$ cat config.mk
export PLATFORM = sky130hd
export DESIGN_NAME = paddle_ctrl
export DESIGN_NICKNAME = d
export VERILOG_FILES = /design/src/rtl/pong_pkg.sv /design/src/rtl/btn_sync.sv /design/src/rtl/paddle_ctrl.sv
export SDC_FILE = /design/constraint.sdc
export NUM_CORES = 1
export LEC_CHECK = 0
export BUFFER_PORTS_ARGS = -buffer_cell sky130_fd_sc_hd__buf_2
export CORE_AREA = 3 3 102 104
export DETAILED_ROUTE_END_ITERATION = 8
export DIE_AREA = 0 0 105 107
export PLACE_DENSITY = 0.73
export RECOVER_POWER = 25
export SYNTH_ARGS = -nofsm -noshare
export SYNTH_HDL_FRONTEND = slang
export SYNTH_HIERARCHICAL = 1
export SYNTH_SLANG_ARGS = --single-unit
$ cat constraint.sdc
create_clock -name clk -period 3.6 [get_ports clk]
set_clock_uncertainty 0.15 [all_clocks]
set_input_delay 0.18 -clock clk [delete_from_list [all_inputs] [get_ports clk]]
set_output_delay 0.18 -clock clk [all_outputs]
set_load 0.01 [all_outputs]
$ cat src/rtl/pong_pkg.sv
// Field geometry and game-state encoding shared by the paddle, ball and video blocks.
package pong_pkg;

  localparam int PONG_Y_INIT   = 180;
  localparam int PONG_Y_MIN    = 30;
  localparam int PONG_Y_MAX    = 329;
  localparam int PONG_BAR_HALF = 30;

  typedef enum logic [1:0] {
    ST_SERVE = 2'b00,
    ST_PLAY  = 2'b01,
    ST_OVER  = 2'b10
  } game_state_t;

endpackage

$ cat src/rtl/btn_sync.sv
// Two-flop synchronizer for a raw button, with a one-cycle rising-edge pulse.
module btn_sync (
  input  logic clk,
  input  logic reset,
  input  logic raw,
  output logic level,
  output logic rise
);

  logic meta, sync, prev;

  always_ff @(posedge clk or negedge reset) begin
    if (!reset) begin
      meta <= 1'b0;
      sync <= 1'b0;
      prev <= 1'b0;
    end else begin
      meta <= raw;
      sync <= meta;
      prev <= sync;
    end
  end

  assign level = sync;
  assign rise  = sync & ~prev;

endmodule

$ cat src/rtl/paddle_ctrl.sv
// Paddle movement, scoring and SERVE/PLAY/OVER game sequencing for a two-player pong.
module paddle_ctrl
  import pong_pkg::*;
#(
  parameter int STEP_DIV    = 100000,
  parameter int STEP        = 1,
  parameter int Y_INIT      = PONG_Y_INIT,
  parameter int Y_MIN       = PONG_Y_MIN,
  parameter int Y_MAX       = PONG_Y_MAX,
  parameter int DEADBAND    = 10,
  parameter int SERVE_TICKS = 120,
  parameter int WIN_SCORE   = 7
) (
  input  logic       clk,
  input  logic       reset,
  input  logic       btn_1_up,
  input  logic       btn_1_dn,
  input  logic       btn_2_up,
  input  logic       btn_2_dn,
  input  logic       btn_start,
  input  logic       cpu_2,
  input  logic [9:0] ball_y,
  input  logic       point_1,
  input  logic       point_2,
  output logic [9:0] bar_1_y,
  output logic [9:0] bar_2_y,
  output logic [3:0] score_1,
  output logic [3:0] score_2,
  output logic [1:0] winner,
  output logic       freeze
);

  localparam int PW = (STEP_DIV > 1) ? $clog2(STEP_DIV) : 1;
  localparam int SW = (SERVE_TICKS > 1) ? $clog2(SERVE_TICKS + 1) : 1;
  localparam logic [9:0]  Y0      = 10'(Y_INIT);
  localparam logic [10:0] YMIN11  = 11'(Y_MIN);
  localparam logic [10:0] YMAX11  = 11'(Y_MAX);
  localparam logic [10:0] STEP11  = 11'(STEP);
  localparam logic [10:0] DB11    = 11'(DEADBAND);
  localparam logic [3:0]  WIN     = 4'(WIN_SCORE);

  logic [4:0] raw_btn, lvl, rse;
  logic       unused_sync;

  assign raw_btn = {btn_start, btn_2_dn, btn_2_up, btn_1_dn, btn_1_up};

  for (genvar i = 0; i < 5; i++) begin : g_sync
    btn_sync u_sync (.clk(clk), .reset(reset), .raw(raw_btn[i]), .level(lvl[i]), .rise(rse[i]));
  end

  // Movement only needs levels, start only needs its edge.
  assign unused_sync = &{1'b0, lvl[4], rse[3:0]};

  function automatic logic [9:0] step_clamp(input logic [9:0] y, input logic up, input logic dn);
    logic [10:0] y11, res;
    y11 = {1'b0, y};
    res = y11;
    if (up && !dn)      res = (y11 < YMIN11 + STEP11) ? YMIN11 : y11 - STEP11;
    else if (dn && !up) res = (y11 + STEP11 > YMAX11) ? YMAX11 : y11 + STEP11;
    return res[9:0];
  endfunction

  function automatic logic [3:0] sat_inc(input logic [3:0] s);
    return (s < WIN) ? s + 4'd1 : s;
  endfunction

  logic [PW-1:0] pre_cnt;
  logic          tick;

  assign tick = (pre_cnt == PW'(STEP_DIV - 1));

  always_ff @(posedge clk or negedge reset) begin
    if (!reset)    pre_cnt <= '0;
    else if (tick) pre_cnt <= '0;
    else           pre_cnt <= pre_cnt + 1'b1;
  end

  game_state_t   state, state_nx;
  logic [SW-1:0] serve_cnt, serve_nx;
  logic [9:0]    bar1_nx, bar2_nx;
  logic [3:0]    s1_nx, s2_nx;
  logic [1:0]    win_nx;
  logic          cpu_up, cpu_dn;

  assign cpu_dn = {1'b0, ball_y} > {1'b0, bar_2_y} + DB11;
  assign cpu_up = {1'b0, ball_y} + DB11 < {1'b0, bar_2_y};

  always_ff @(posedge clk or negedge reset) begin
    if (!reset) begin
      state     <= ST_SERVE;
      serve_cnt <= '0;
      bar_1_y   <= Y0;
      bar_2_y   <= Y0;
      score_1   <= '0;
      score_2   <= '0;
      winner    <= '0;
    end else begin
      state     <= state_nx;
      serve_cnt <= serve_nx;
      bar_1_y   <= bar1_nx;
      bar_2_y   <= bar2_nx;
      score_1   <= s1_nx;
      score_2   <= s2_nx;
      winner    <= win_nx;
    end
  end

  always_comb begin
    state_nx = state;
    serve_nx = serve_cnt;
    bar1_nx  = bar_1_y;
    bar2_nx  = bar_2_y;
    s1_nx    = score_1;
    s2_nx    = score_2;
    win_nx   = winner;
    case (state)
      ST_SERVE: begin
        if (tick) begin
          if (serve_cnt == SW'(SERVE_TICKS - 1)) begin
            state_nx = ST_PLAY;
            serve_nx = '0;
          end else begin
            serve_nx = serve_cnt + 1'b1;
          end
        end
      end
      ST_PLAY: begin
        if (point_1 || point_2) begin
          s1_nx = point_1 ? sat_inc(score_1) : score_1;
          s2_nx = point_2 ? sat_inc(score_2) : score_2;
          if (s1_nx == WIN || s2_nx == WIN) begin
            state_nx = ST_OVER;
            win_nx   = {s2_nx == WIN, s1_nx == WIN};
          end else begin
            state_nx = ST_SERVE;
            serve_nx = '0;
            bar1_nx  = Y0;
            bar2_nx  = Y0;
          end
        end else if (tick) begin
          bar1_nx = step_clamp(bar_1_y, lvl[0], lvl[1]);
          bar2_nx = cpu_2 ? step_clamp(bar_2_y, cpu_up, cpu_dn)
                          : step_clamp(bar_2_y, lvl[2], lvl[3]);
        end
      end
      ST_OVER: begin
        if (rse[4]) begin
          state_nx = ST_SERVE;
          serve_nx = '0;
          bar1_nx  = Y0;
          bar2_nx  = Y0;
          s1_nx    = '0;
          s2_nx    = '0;
          win_nx   = '0;
        end
      end
      default: state_nx = ST_SERVE;
    endcase
  end

  assign freeze = (state != ST_PLAY);

endmodule

# Yosys cells after proc, flatten, opt, wreduce, memory -nomap -nowiden
# Index checks and enable logic that the tools add are counted.
# Widths: inputs -> output; s select.
# totals
regBits	67
# classes
bitwise	2
magnitude_cmp	8
mux	44
n_eq_ne	18
add_sub_neg	10
n_reduce_logical	23
# op_table
op	count
$mux 10	17
$pmux 10 s2	2
$mux 7	5
$mux 4	7
$add 10x1->11 const B	2
$add 10x4->11 const B	2
$gt 11x9->1 const B	2
$pmux 7 s3	1
$lt 10x5->1 const B	2
$sub 10x1->10 const B	2
$add 17x1->17 const B	1
$eq 17x17->1 const B	1
$mux 17	1
$pmux 4 s2	2
$mux 2	7
$gt 10x11->1	1
$lt 11x10->1	1
$ne 2x2->1 const B	5
$ne 5x5->1 const B	2
$reduce_and 5->1	2
$add 4x1->4 const B	2
$eq 4x3->1 const B	2
$lt 4x3->1 const B	2
$reduce_and 4->1	2
other kinds (19)	32

# Depth between registers and ports, before layout
# Gate-level depths: netlist (run 1).
# logic_depth
word_depth	10
mapped_depth	18

# Hierarchy
# The synthesis (run 1) kept the hierarchy.
# by_module_without_submodules
mod	area_per_inst_um2	seq_area_each_um2	cells_each	instances
paddle_ctrl	4770.8	1411.4	584	1
btn_sync	88.8	75.1	4	5

# Worst setup path after synthesis (run 1)
# Ideal clock, no wire load.
# synth_path
path_kind	register to register
startpoint	register bar_2_y[2]
endpoint	register bar_2_y[4]
synth_period_minus_slack_ns	3.620
path_buffers	2
path_stages_with_launch	19
required_time_ns	3.371
arrival_ns	3.392
slack_ns	-0.020
path_cell_list	dfstp_2 buf_2 inv_1 ha_1 inv_1 ha_1 o21a_1 o21a_1 o21ai_0 a211o_1 a211o_1 ha_1 mux2i_1 and4_1 buf_2 nand2_1 o21ai_0 o21ai_0 o211a_1
# synth_via
elab_chain_cells	9
elab_cells_between_ends	23
cone_classes	3 x add/sub; 4 x order compare; 1 x eq/ne; 10 x mux; 5 x reduce/logical
# synth_rtl
element	line	text
from (decl)	paddle_ctrl.sv:26	output logic [9:0] bar_2_y,
from (signal assigned)	paddle_ctrl.sv:101	bar_2_y <= bar2_nx;
$add 10x1->11 or $add 10x4->11 (tied branches)	paddle_ctrl.sv:59, paddle_ctrl.sv:85	
$gt 11x9->1 or $gt 10x11->1 (tied branches)	paddle_ctrl.sv:59, paddle_ctrl.sv:85	
$mux 10 or $logic_not 1->1 (tied branches)	paddle_ctrl.sv:59, paddle_ctrl.sv:58	
$mux 10 or $logic_and 1x1->1 (tied branches)	paddle_ctrl.sv:59, paddle_ctrl.sv:58	
$mux 10	paddle_ctrl.sv:58	if (up && !dn) res = (y11 < YMIN11 + STEP11) ? YMIN11 : y11 - STEP11;
$mux 10	paddle_ctrl.sv:142	bar2_nx = cpu_2 ? step_clamp(bar_2_y, cpu_up, cpu_dn)
$mux 10	paddle_ctrl.sv:140	end else if (tick) begin
$mux 10	paddle_ctrl.sv:128	if (point_1 || point_2) begin
$pmux 10 s2	paddle_ctrl.sv:116	case (state)
# Parallel ways exist; a longest one is shown, timed or not. The select of a mux whose other input is x is not followed.
# A chain may end at the register's enable or synchronous reset.

# Worst setup path after layout (run 1)
# layout_path
startpoint	register bar_2_y[1]
endpoint	register bar_2_y[2]
# The elaborated chain is that of the path after synthesis.

==> results of run 1 <==
cell usage in the layout, fill, tap and decap left out, types with 4 or more instances in the layout:
cell	count
xnor2_1	31
dlygate4sd3_1	6
dfrtp_1	59
xor2_1	13
inv_1	24
o311ai_0	4
nand4_1	15
a211o_1	4
a22oi_1	5
o22ai_1	5
dfstp_2	8
o21ai_1	6
buf_2	44
a22o_1	7
a31oi_1	12
a21oi_1	25
and3_1	11
nand2b_1	8
or2_2	4
nor2_1	50
o21ai_0	39
clkbuf_8	9
buf_4	34
nand3_1	30
ha_1	35
nor4_1	4
nor3_1	13
clkbuf_1	6
nand2_1	56
o21a_1	7
o31ai_1	7
nor2b_1	10
final timing paths:
check | to | slack (ps) | cells after the start
max | bar_2_y[2] | 90 | 16
min | score_1[2] | 200 | 4
max reg2reg | bar_2_y[2] | 90 | 16
min reg2reg | g_sync[4].u_sync/level | 220 | 0
max in group asynchronous | state[1] | 1050 | 3
min in group asynchronous | score_2[2] | 860 | 2
metal layers:
layer  routed length, um  share of wire  up-vias  GRT usage
li1                    -              -     2343          -
met1                5910           0.44     2326      0.326
met2                6480           0.49      165      0.393
met3                 776          0.058       15     0.0403
met4                 148          0.011        0     0.0769
met5                   0              0        -          0
repair_timing:
action                                  4_1_cts  5_1_grt
buffers inserted                              1        0
endpoints found under the setup margin       10       10
hold endpoints to repair                     32        0
resized for setup                             9       15
hold buffers                                  6        0
pin swaps                                     2        6
cloned                                        0        0
registers in the layout (all words and copies together), names as in the netlist:
name and flops:
serve_cnt 7, g_sync.u_sync/prev 1, bar_2_y 10, g_sync.u_sync/meta 5, pre_cnt 17, g_sync.u_sync/level 5
state 2, score_2 4, bar_1_y 10, winner 2, score_1 4
report_power, final:
group          internal [uW]  switching, uW
Clock                    332            332
Combinational            380            475
Sequential               868            171
worst reg2reg max path, stage by stage (launching register included):
cell and delay, ps:
dfrtp_1 420, inv_2 90, ha_1 290, nor2b_1 150, o21a_1 170, o21a_1 170
o211ai_1 180, a21oi_1 90, a211o_1 270, a31oi_4 210, ha_4 240, mux2i_4 150
nand4_1 260, nor4_2 280, a41oi_1 80, a31oi_1 170, a21oi_1 60
final cells by class:
cell class | count | area, um^2 | share of cell area
clock buffers | 9 | 124 | 0.0207
well taps | 133 | 166 | 0.0278
multi-input cells | 475 | 3260 | 0.544
clock inverters | 7 | 82.6 | 0.0138
repair buffers | 90 | 558 | 0.0933
flip-flops and latches | 67 | 1690 | 0.282
inverters | 29 | 109 | 0.0182
stage by stage:
stage                     instances   util  instance area, um^2
after floorplan                 596      -                 5060
after global placement          787  0.583                 5620
after detailed placement        787  0.583                 5620
after CTS                       810  0.613                 5910
after global routing            810  0.621                 5980
final                           810  0.621                 5980
==> impl_metrics.csv, run 1 <==
group,metric,value,unit
run_status,outcome,"finished with violations",
run_status,violations,"max-capacitance violations, max-slew violations",
place,numPortBuffers,50,
setup_path,worstPathArrival,3640,ps
detailed_routing,route.vias.total,4849,
finish,area_growth,18.2,%
hold_path,hp-class,"in2reg",
detailed_routing,viasPerCell,5.99,
setup_path,critPathMaxStageDelay,420,ps
run,maxCapViolations,1,
setup_path,cp-end-kind,"flop",
setup_path,path_class,"reg2reg",
floorplanning,die_area,11200,um^2
finish,layout-drive-gt1-share,0.194,
finish,n_fill_cell,885,
clocking,cts_root_buf,"clkbuf_8",
clocking,path_clk_slew,80,ps
setup_path,critical-path-slowest-cell,"dfrtp_1",
setup_path,cp-startpoint,"bar_2_y[1]",
timing,fin_tns_setup,0,ps
timing,finalHoldWorstSlack,205,ps
clocking,cts.sinks,67,
synth,synth_warnings,6,
detailed_routing,drtIter0Drc,290,
place,gp_congestion,0.952,
timing,fmaxAchievable,0.285,GHz
clocking,clockBufferDepth,2,
setup_path,worstReg2RegStart,"bar_2_y[1]",
floorplanning,ios,51,
clocking,cts_tree,"built",
floorplanning,die_h,107,um
synth,netlist_area,5060,um^2
finish,antennaDiodeCount,0,
floorplanning,rows,36,
timing,period_minus_slack,3510,ps
timing,fin_ws,87.8,ps
power,power,2560,uW
setup_path,path_cells,"inv_2 -> ha_1 -> nor2b_1 -> o21a_1 -> o21a_1 -> o211ai_1 -> a21oi_1 -> a211o_1 -> a31oi_4 -> ha_4 -> mux2i_4 -> nand4_1 -> nor4_2 -> a41oi_1 -> a31oi_1 -> a21oi_1",
power,power.leakage,0.00261,uW
setup_path,startpoint_type,"flop",
floorplanning,die_width,105,um
global_route,antenna_found_initial,0,
finish,nNetsFinal,729,
timing,setup_violations,0,
timing,max_slew_margin,-0.454,
place,dp_slack,-165,ps
timing,final-max-slew-violation-count,37,
setup_path,cp_max_fo,5,
timing,rsz0062_at_grt,"true",
floorplanning,start_util,0.525,
synth,syn_nets,653,
clocking,numCtsBuffers,9,
setup_path,path_buf_inv,1,
global_route,grt_max_degree,37,
timing,timing.final.crit_share,0.976,
timing,worstMarginPinSlew,2180,ps
place,dpl.hpwl,9810,um
detailed_routing,routed_wl,13300,um
power,powerDensity,428,nW/um^2
global_route,grt_pass1_wl,22400,um
detailed_routing,post_drt_wl_per_cell,16.4,um
global_route,overflow,0,
clocking,insertion_delay,350,ps
hold_path,hp-start,"point_1",
clocking,htreeDepth,3,
setup_path,crit_family,"compound AO/OA/AOI/OAI gates",
synth,synth_cells,596,
floorplanning,coreArea,9640,um^2
global_route,grt_pass1_vias,4675,
global_route,track_usage,0.240,
detailed_routing,drc,0,
detailed_routing,ant_nets,0,
detailed_routing,dr.pass1.iters,5,
timing,hold_viol_final,0,
synth,avgSynthCellArea,8.49,um^2
power,vdd_drop_max,0.347,mV
setup_path,crit_required,3730,ps
Power figures use the tool's default switching activity.
==> inputs of run 2 (changes only) <==
--- a/config.mk
+++ b/config.mk
@@ -5,11 +5,12 @@
 export SDC_FILE = /design/constraint.sdc
 export NUM_CORES = 1
 export LEC_CHECK = 0
+export ABC_AREA = 1
 export BUFFER_PORTS_ARGS = -buffer_cell sky130_fd_sc_hd__buf_2
-export CORE_AREA = 3 3 102 104
+export CORE_AREA = 3 3 101 103
 export DETAILED_ROUTE_END_ITERATION = 8
-export DIE_AREA = 0 0 105 107
-export PLACE_DENSITY = 0.73
+export DIE_AREA = 0 0 104 106
+export PLACE_DENSITY = 0.74
 export RECOVER_POWER = 25
 export SYNTH_ARGS = -nofsm -noshare
 export SYNTH_HDL_FRONTEND = slang
==> impl_metrics.csv, run 2 <==
group,metric,value,unit
run_status,outcome,"finished clean",
global_route,grt_max_degree,47,
setup_path,cp-end-kind,"flop",
floorplanning,rows,35,
floorplanning,ios,51,
clocking,insertion_delay,340,ps
finish,largest_reg_flops,17,
place,dp_slack,-38.6,ps
clocking,cts_root_buf,"clkbuf_8",
timing,finalHoldWorstSlack,78.0,ps
clocking,numCtsBuffers,9,
finish,layout_common_cells,"nand2_1 (189), inv_1 (105), dfrtp_1 (59)",
synth,synth_cells,706,
global_route,track_usage,0.218,
detailed_routing,post_drt_wl_per_cell,12.8,um
finish,final_common_cell,"nand2_1",
detailed_routing,routed_wl,11600,um
synth,avgSynthCellArea,7.12,um^2
setup_path,worstPathArrival,3570,ps
floorplanning,coreArea,9280,um^2
clocking,path_clk_slew,80,ps
global_route,antenna_found_initial,0,
clocking,clockBufferDepth,2,
setup_path,startpoint_type,"flop",
timing,final-max-slew-violation-count,0,
run,maxCapViolations,0,
synth,netlist_area,5030,um^2
clocking,htreeDepth,3,
timing,fin_ws,159,ps
floorplanning,die_area,11000,um^2
place,dpl.hpwl,8930,um
setup_path,path_class,"reg2reg",
clocking,cts.sinks,67,
clocking,cts_tree,"built",
setup_path,worstReg2RegStart,"bar_2_y[2]",
setup_path,cp_max_fo,6,
setup_path,critical-path-slowest-cell,"dfstp_2",
power,power,1610,uW
setup_path,crit_end,"bar_2_y[6]",
finish,top_regs,"pre_cnt: 17 flops, bar_1_y: 10 flops, bar_2_y: 10 flops",
detailed_routing,drtIter0Drc,293,
synth,synth_warnings,6,
timing,period_minus_slack,3440,ps
detailed_routing,viasPerCell,5.28,
floorplanning,die_width,104,um
setup_path,cp-startpoint,"bar_2_y[2]",
power,powerDensity,281,nW/um^2
timing,max_slew_margin,0.214,
finish,layout-drive-gt1-share,0.141,
place,numPortBuffers,50,
detailed_routing,ant_nets,0,
timing,timing.final.crit_share,0.956,
timing,fin_tns_setup,0,ps
place,gp_congestion,0.941,
hold_path,hp-class,"in2reg",
setup_path,r2r_end,"bar_2_y[6]",
floorplanning,start_util,0.541,
setup_path,critPathMaxStageDelay,610,ps
global_route,overflow,0,
timing,hold_viol_final,0,
power,power.leakage,0.00295,uW
setup_path,ff2ff_setup_slack,160,ps
global_route,grt_pass1_vias,4625,
setup_path,cp_common_cell,"nand2_1",
finish,top_register,"pre_cnt",
setup_path,worst_r2r_path_depth,19,
detailed_routing,dr.pass1.iters,7,
timing,fmaxAchievable,0.291,GHz
timing,setup_violations,0,
finish,antennaDiodeCount,0,
finish,nNetsFinal,832,
power,vdd_drop_max,0.245,mV
timing,worstMarginPinSlew,1180,ps
floorplanning,die_h,106,um
detailed_routing,route.vias.total,4800,
detailed_routing,drc,0,
setup_path,crit_required,3730,ps
setup_path,path_cells,"ha_4 -> nor2_1 -> nor4_2 -> nand2_1 -> xor2_1 -> ha_1 -> nand2_1 -> inv_1 -> nand4_1 -> o221ai_2 -> ha_1 -> nand2_1 -> o21ai_2 -> nand2_1 -> inv_2 -> o21ai_0 -> o221ai_1 -> nand2_1 -> nand2_1",
synth,syn_nets,763,
global_route,grt_pass1_wl,20400,um
finish,n_fill_cell,870,
finish,area_growth,14.2,%
[run 2: cell types whose count changed in the layout (fill, tap and decap cells not counted), sizes merged, moves of 12 or more]
cell   delta
nand2   +136
inv      +81
nand3    +28
buf      -31
nor2b    -12
nor2     +19
nand4    +12
xnor2    -28
[run 2: final cells by class]
cell class              count  area (um^2)  area share
repair buffers             65          375      0.0654
multi-input cells         518         2900       0.506
well taps                 129          161      0.0281
flip-flops and latches     67         1690       0.294
inverters                 114          428      0.0745
clock buffers              11          131      0.0229
clock inverters             5         53.8     0.00937
[run 2: power breakdown]
group	internal, uW	total (uW)	switching [uW]
combinational	86.3	224	137
sequential	769	785	16.2
clock	318	603	285
total	1170	1610	439
[run 2: worst max-delay path, delay by kind of cell, from the launching register on]
kind	cells	cell delay, ps
adders and majority gates	3	660
AOI/OAI and AO/OA	4	560
and+or+nand+nor	9	1060
buffers and inverters	2	200
xor gates and xnor gates	1	150
DFF	1	610
[run 2: worst min-delay path by stage]
| stage | startpoint | endpoint | cells past startpoint |
|---|---|---|---|
| global route | point_2 | bar_1_y[7] | 5 |
| detailed placement | reset | serve_cnt[5] | 1 |
| finish | point_2 | bar_1_y[7] | 5 |
| global placement | reset | serve_cnt[5] | 1 |
| floorplan | reset | bar_1_y[0] | 0 |
| CTS | point_2 | bar_1_y[7] | 5 |
[run 2: stage by stage]
stage / utilization / instance area, um^2 / instances
floorplan: - / 5030 / 706
global placement: 0.584 / 5420 / 883
detailed placement: 0.584 / 5420 / 883
CTS: 0.611 / 5670 / 905
global route: 0.618 / 5740 / 909
finish: 0.618 / 5740 / 909
[run 2: what timing repair did]
item / 4_1_cts / 5_1_grt
gates resized for setup: 1 / 13
setup endpoints to repair: 1 / 10
hold endpoints to repair: 26 / 0
pin swaps: 0 / 4
setup buffers: 0 / 4
hold buffers: 6 / 0
[run 2: metal layers]
| layer | up-vias | part of all wire | global-route usage |
|---|---|---|---|
| met3 | 18 | 0.039 | 0.0291 |
| met5 | - | 0 | 0 |
| met4 | 0 | 0.016 | 0.0817 |
| met1 | 2232 | 0.46 | 0.278 |
| li1 | 2431 | - | - |
| met2 | 119 | 0.48 | 0.377 |
==> inputs of run 3 (changes only) <==
--- a/config.mk
+++ b/config.mk
@@ -11,7 +11,6 @@
 export DETAILED_ROUTE_END_ITERATION = 8
 export DIE_AREA = 0 0 104 106
 export PLACE_DENSITY = 0.74
-export RECOVER_POWER = 25
 export SYNTH_ARGS = -nofsm -noshare
 export SYNTH_HDL_FRONTEND = slang
 export SYNTH_HIERARCHICAL = 1
==> impl_metrics.csv, run 3 (synthesis results as in run 2) <==
group,metric,value,unit
place,gp_congestion,0.941,
floorplanning,die_area,11000,um^2
clocking,clockBufferDepth,2,
timing,max_slew_margin,0.612,
setup_path,ff2ff_setup_slack,160,ps
setup_path,cp-end-kind,"flop",
setup_path,startpoint_type,"flop",
clocking,numCtsBuffers,9,
global_route,antenna_found_initial,0,
floorplanning,die_h,106,um
detailed_routing,viasPerCell,5.30,
timing,timing.final.crit_share,0.956,
timing,final-max-slew-violation-count,0,
detailed_routing,post_drt_wl_per_cell,12.8,um
finish,final_util,0.620,
global_route,grt_max_degree,47,
detailed_routing,drc,0,
finish,layout_common_cells,"nand2_1 (189), inv_1 (105), dfrtp_1 (59)",
timing,fmaxAchievable,0.291,GHz
setup_path,cp-startpoint,"bar_2_y[2]",
setup_path,worstReg2RegStart,"bar_2_y[2]",
clocking,htreeDepth,3,
floorplanning,coreArea,9280,um^2
place,numPortBuffers,50,
power,power.leakage,0.00298,uW
timing,worstMarginPinSlew,578,ps
setup_path,r2r_end,"bar_2_y[6]",
finish,area_growth,14.5,%
floorplanning,start_util,0.541,
finish,final_common_cell,"nand2_1",
global_route,track_usage,0.218,
detailed_routing,route.vias.total,4815,
finish,top_register,"pre_cnt",
setup_path,cp_max_fo,6,
detailed_routing,routed_wl,11600,um
setup_path,crit_required,3730,ps
finish,largest_reg_flops,17,
finish,top_regs,"pre_cnt: 17 flops, bar_1_y: 10 flops, bar_2_y: 10 flops",
run,maxCapViolations,0,
setup_path,worstPathArrival,3580,ps
hold_path,hp-class,"in2reg",
timing,setup_violations,0,
finish,nNetsFinal,832,
floorplanning,ios,51,
finish,layout-drive-gt1-share,0.156,
setup_path,path_class,"reg2reg",
clocking,cts_root_buf,"clkbuf_8",
detailed_routing,ant_nets,0,
clocking,cts_tree,"built",
global_route,grt_pass1_wl,20400,um
timing,hold_viol_final,0,
clocking,insertion_delay,340,ps
finish,n_fill_cell,867,
setup_path,crit_end,"bar_2_y[6]",
detailed_routing,drtIter0Drc,270,
finish,antennaDiodeCount,0,
run_status,outcome,"finished clean",
clocking,cts.sinks,67,
clocking,path_clk_slew,80,ps
place,place_area,5420,um^2
floorplanning,rows,35,
power,vdd_drop_max,0.244,mV
timing,period_minus_slack,3440,ps
global_route,overflow,0,
power,powerDensity,280,nW/um^2
setup_path,worst_r2r_path_depth,19,
finish,instances_no_fill,909,
place,dp.cells,883,
detailed_routing,dr.pass1.iters,7,
global_route,grt_pass1_vias,4625,
finish,fin_area,5760,um^2
floorplanning,die_width,104,um
place,dpl.hpwl,8930,um
run 3: cell types whose count changed in the layout (fill, tap and decap cells not counted):
cell and change:
clkbuf_1 -12, buf_2 +12
run 3: metal layers:
layer  vias up  GRT usage  wire length [um]
li1       2429          -                 -
met1      2243      0.278              5340
met2       124      0.377              5630
met3        19     0.0291               447
met4         0     0.0817               209
met5         -          0                 0
run 3: layout make-up:
type,instances,area [um^2],area share
Clock inverter,5,53.8,0.00935
Tap cell,129,161,0.0280
Multi-Input combinational cell,518,2900,0.505
Clock buffer,11,131,0.0228
Inverter,114,428,0.0743
Sequential cell,67,1690,0.293
Timing Repair Buffer,65,390,0.0678
run 3: metrics by stage:
step                      total power (uW)  hold slack [ps]  setup TNS (ps)  setup slack (ps)
after global placement                1000             20.5               0               188
after CTS                             1620             66.4               0              43.4
after global routing                  1700             95.2           -7.64             -7.64
final                                 1610             76.9               0               158
after floorplan                        931             -266               0               368
after detailed placement              1010             27.6           -38.6             -38.6
run 3: worst min-delay path by stage:
| stage | from | to | slack (ps) | cells after the start |
|---|---|---|---|---|
| 2_1_floorplan | reset | bar_1_y[0] | -270 | 0 |
| 3_3_place_gp | reset | serve_cnt[5] | 20 | 1 |
| 3_5_place_dp | reset | serve_cnt[5] | 30 | 1 |
| 4_1_cts | point_2 | bar_1_y[7] | 70 | 5 |
| 5_1_grt | point_2 | bar_1_y[7] | 100 | 5 |
| 6_report | point_2 | bar_1_y[7] | 80 | 5 |
run 3: timing repair:
action | CTS | global route
buffers inserted | 0 | 4
gates resized for setup | 1 | 13
hold buffers | 6 | 0
cloned | 0 | 0
pin swaps | 0 | 4
hold endpoints to repair | 26 | 0
setup endpoints to repair | 1 | 10
run 3: worst max-delay path: stages (launching register included):
cell	delay, ps
dfstp_2	610
ha_4	160
nor2_1	70
nor4_2	360
nand2_1	120
xor2_1	150
ha_1	330
nand2_1	60
inv_1	60
nand4_1	100
o221ai_2	160
ha_1	170
nand2_1	70
o21ai_2	130
nand2_1	140
inv_2	140
o21ai_0	100
o221ai_1	170
nand2_1	80
nand2_1	60
run 3: report_power, final:
group          leakage [uW]  internal, uW  switching, uW  total, uW
Combinational       0.00206          86.9            137        224
Sequential         0.000820           769           16.2        785
Clock             0.0000971           318            285        603
Total               0.00298          1170            438       1610
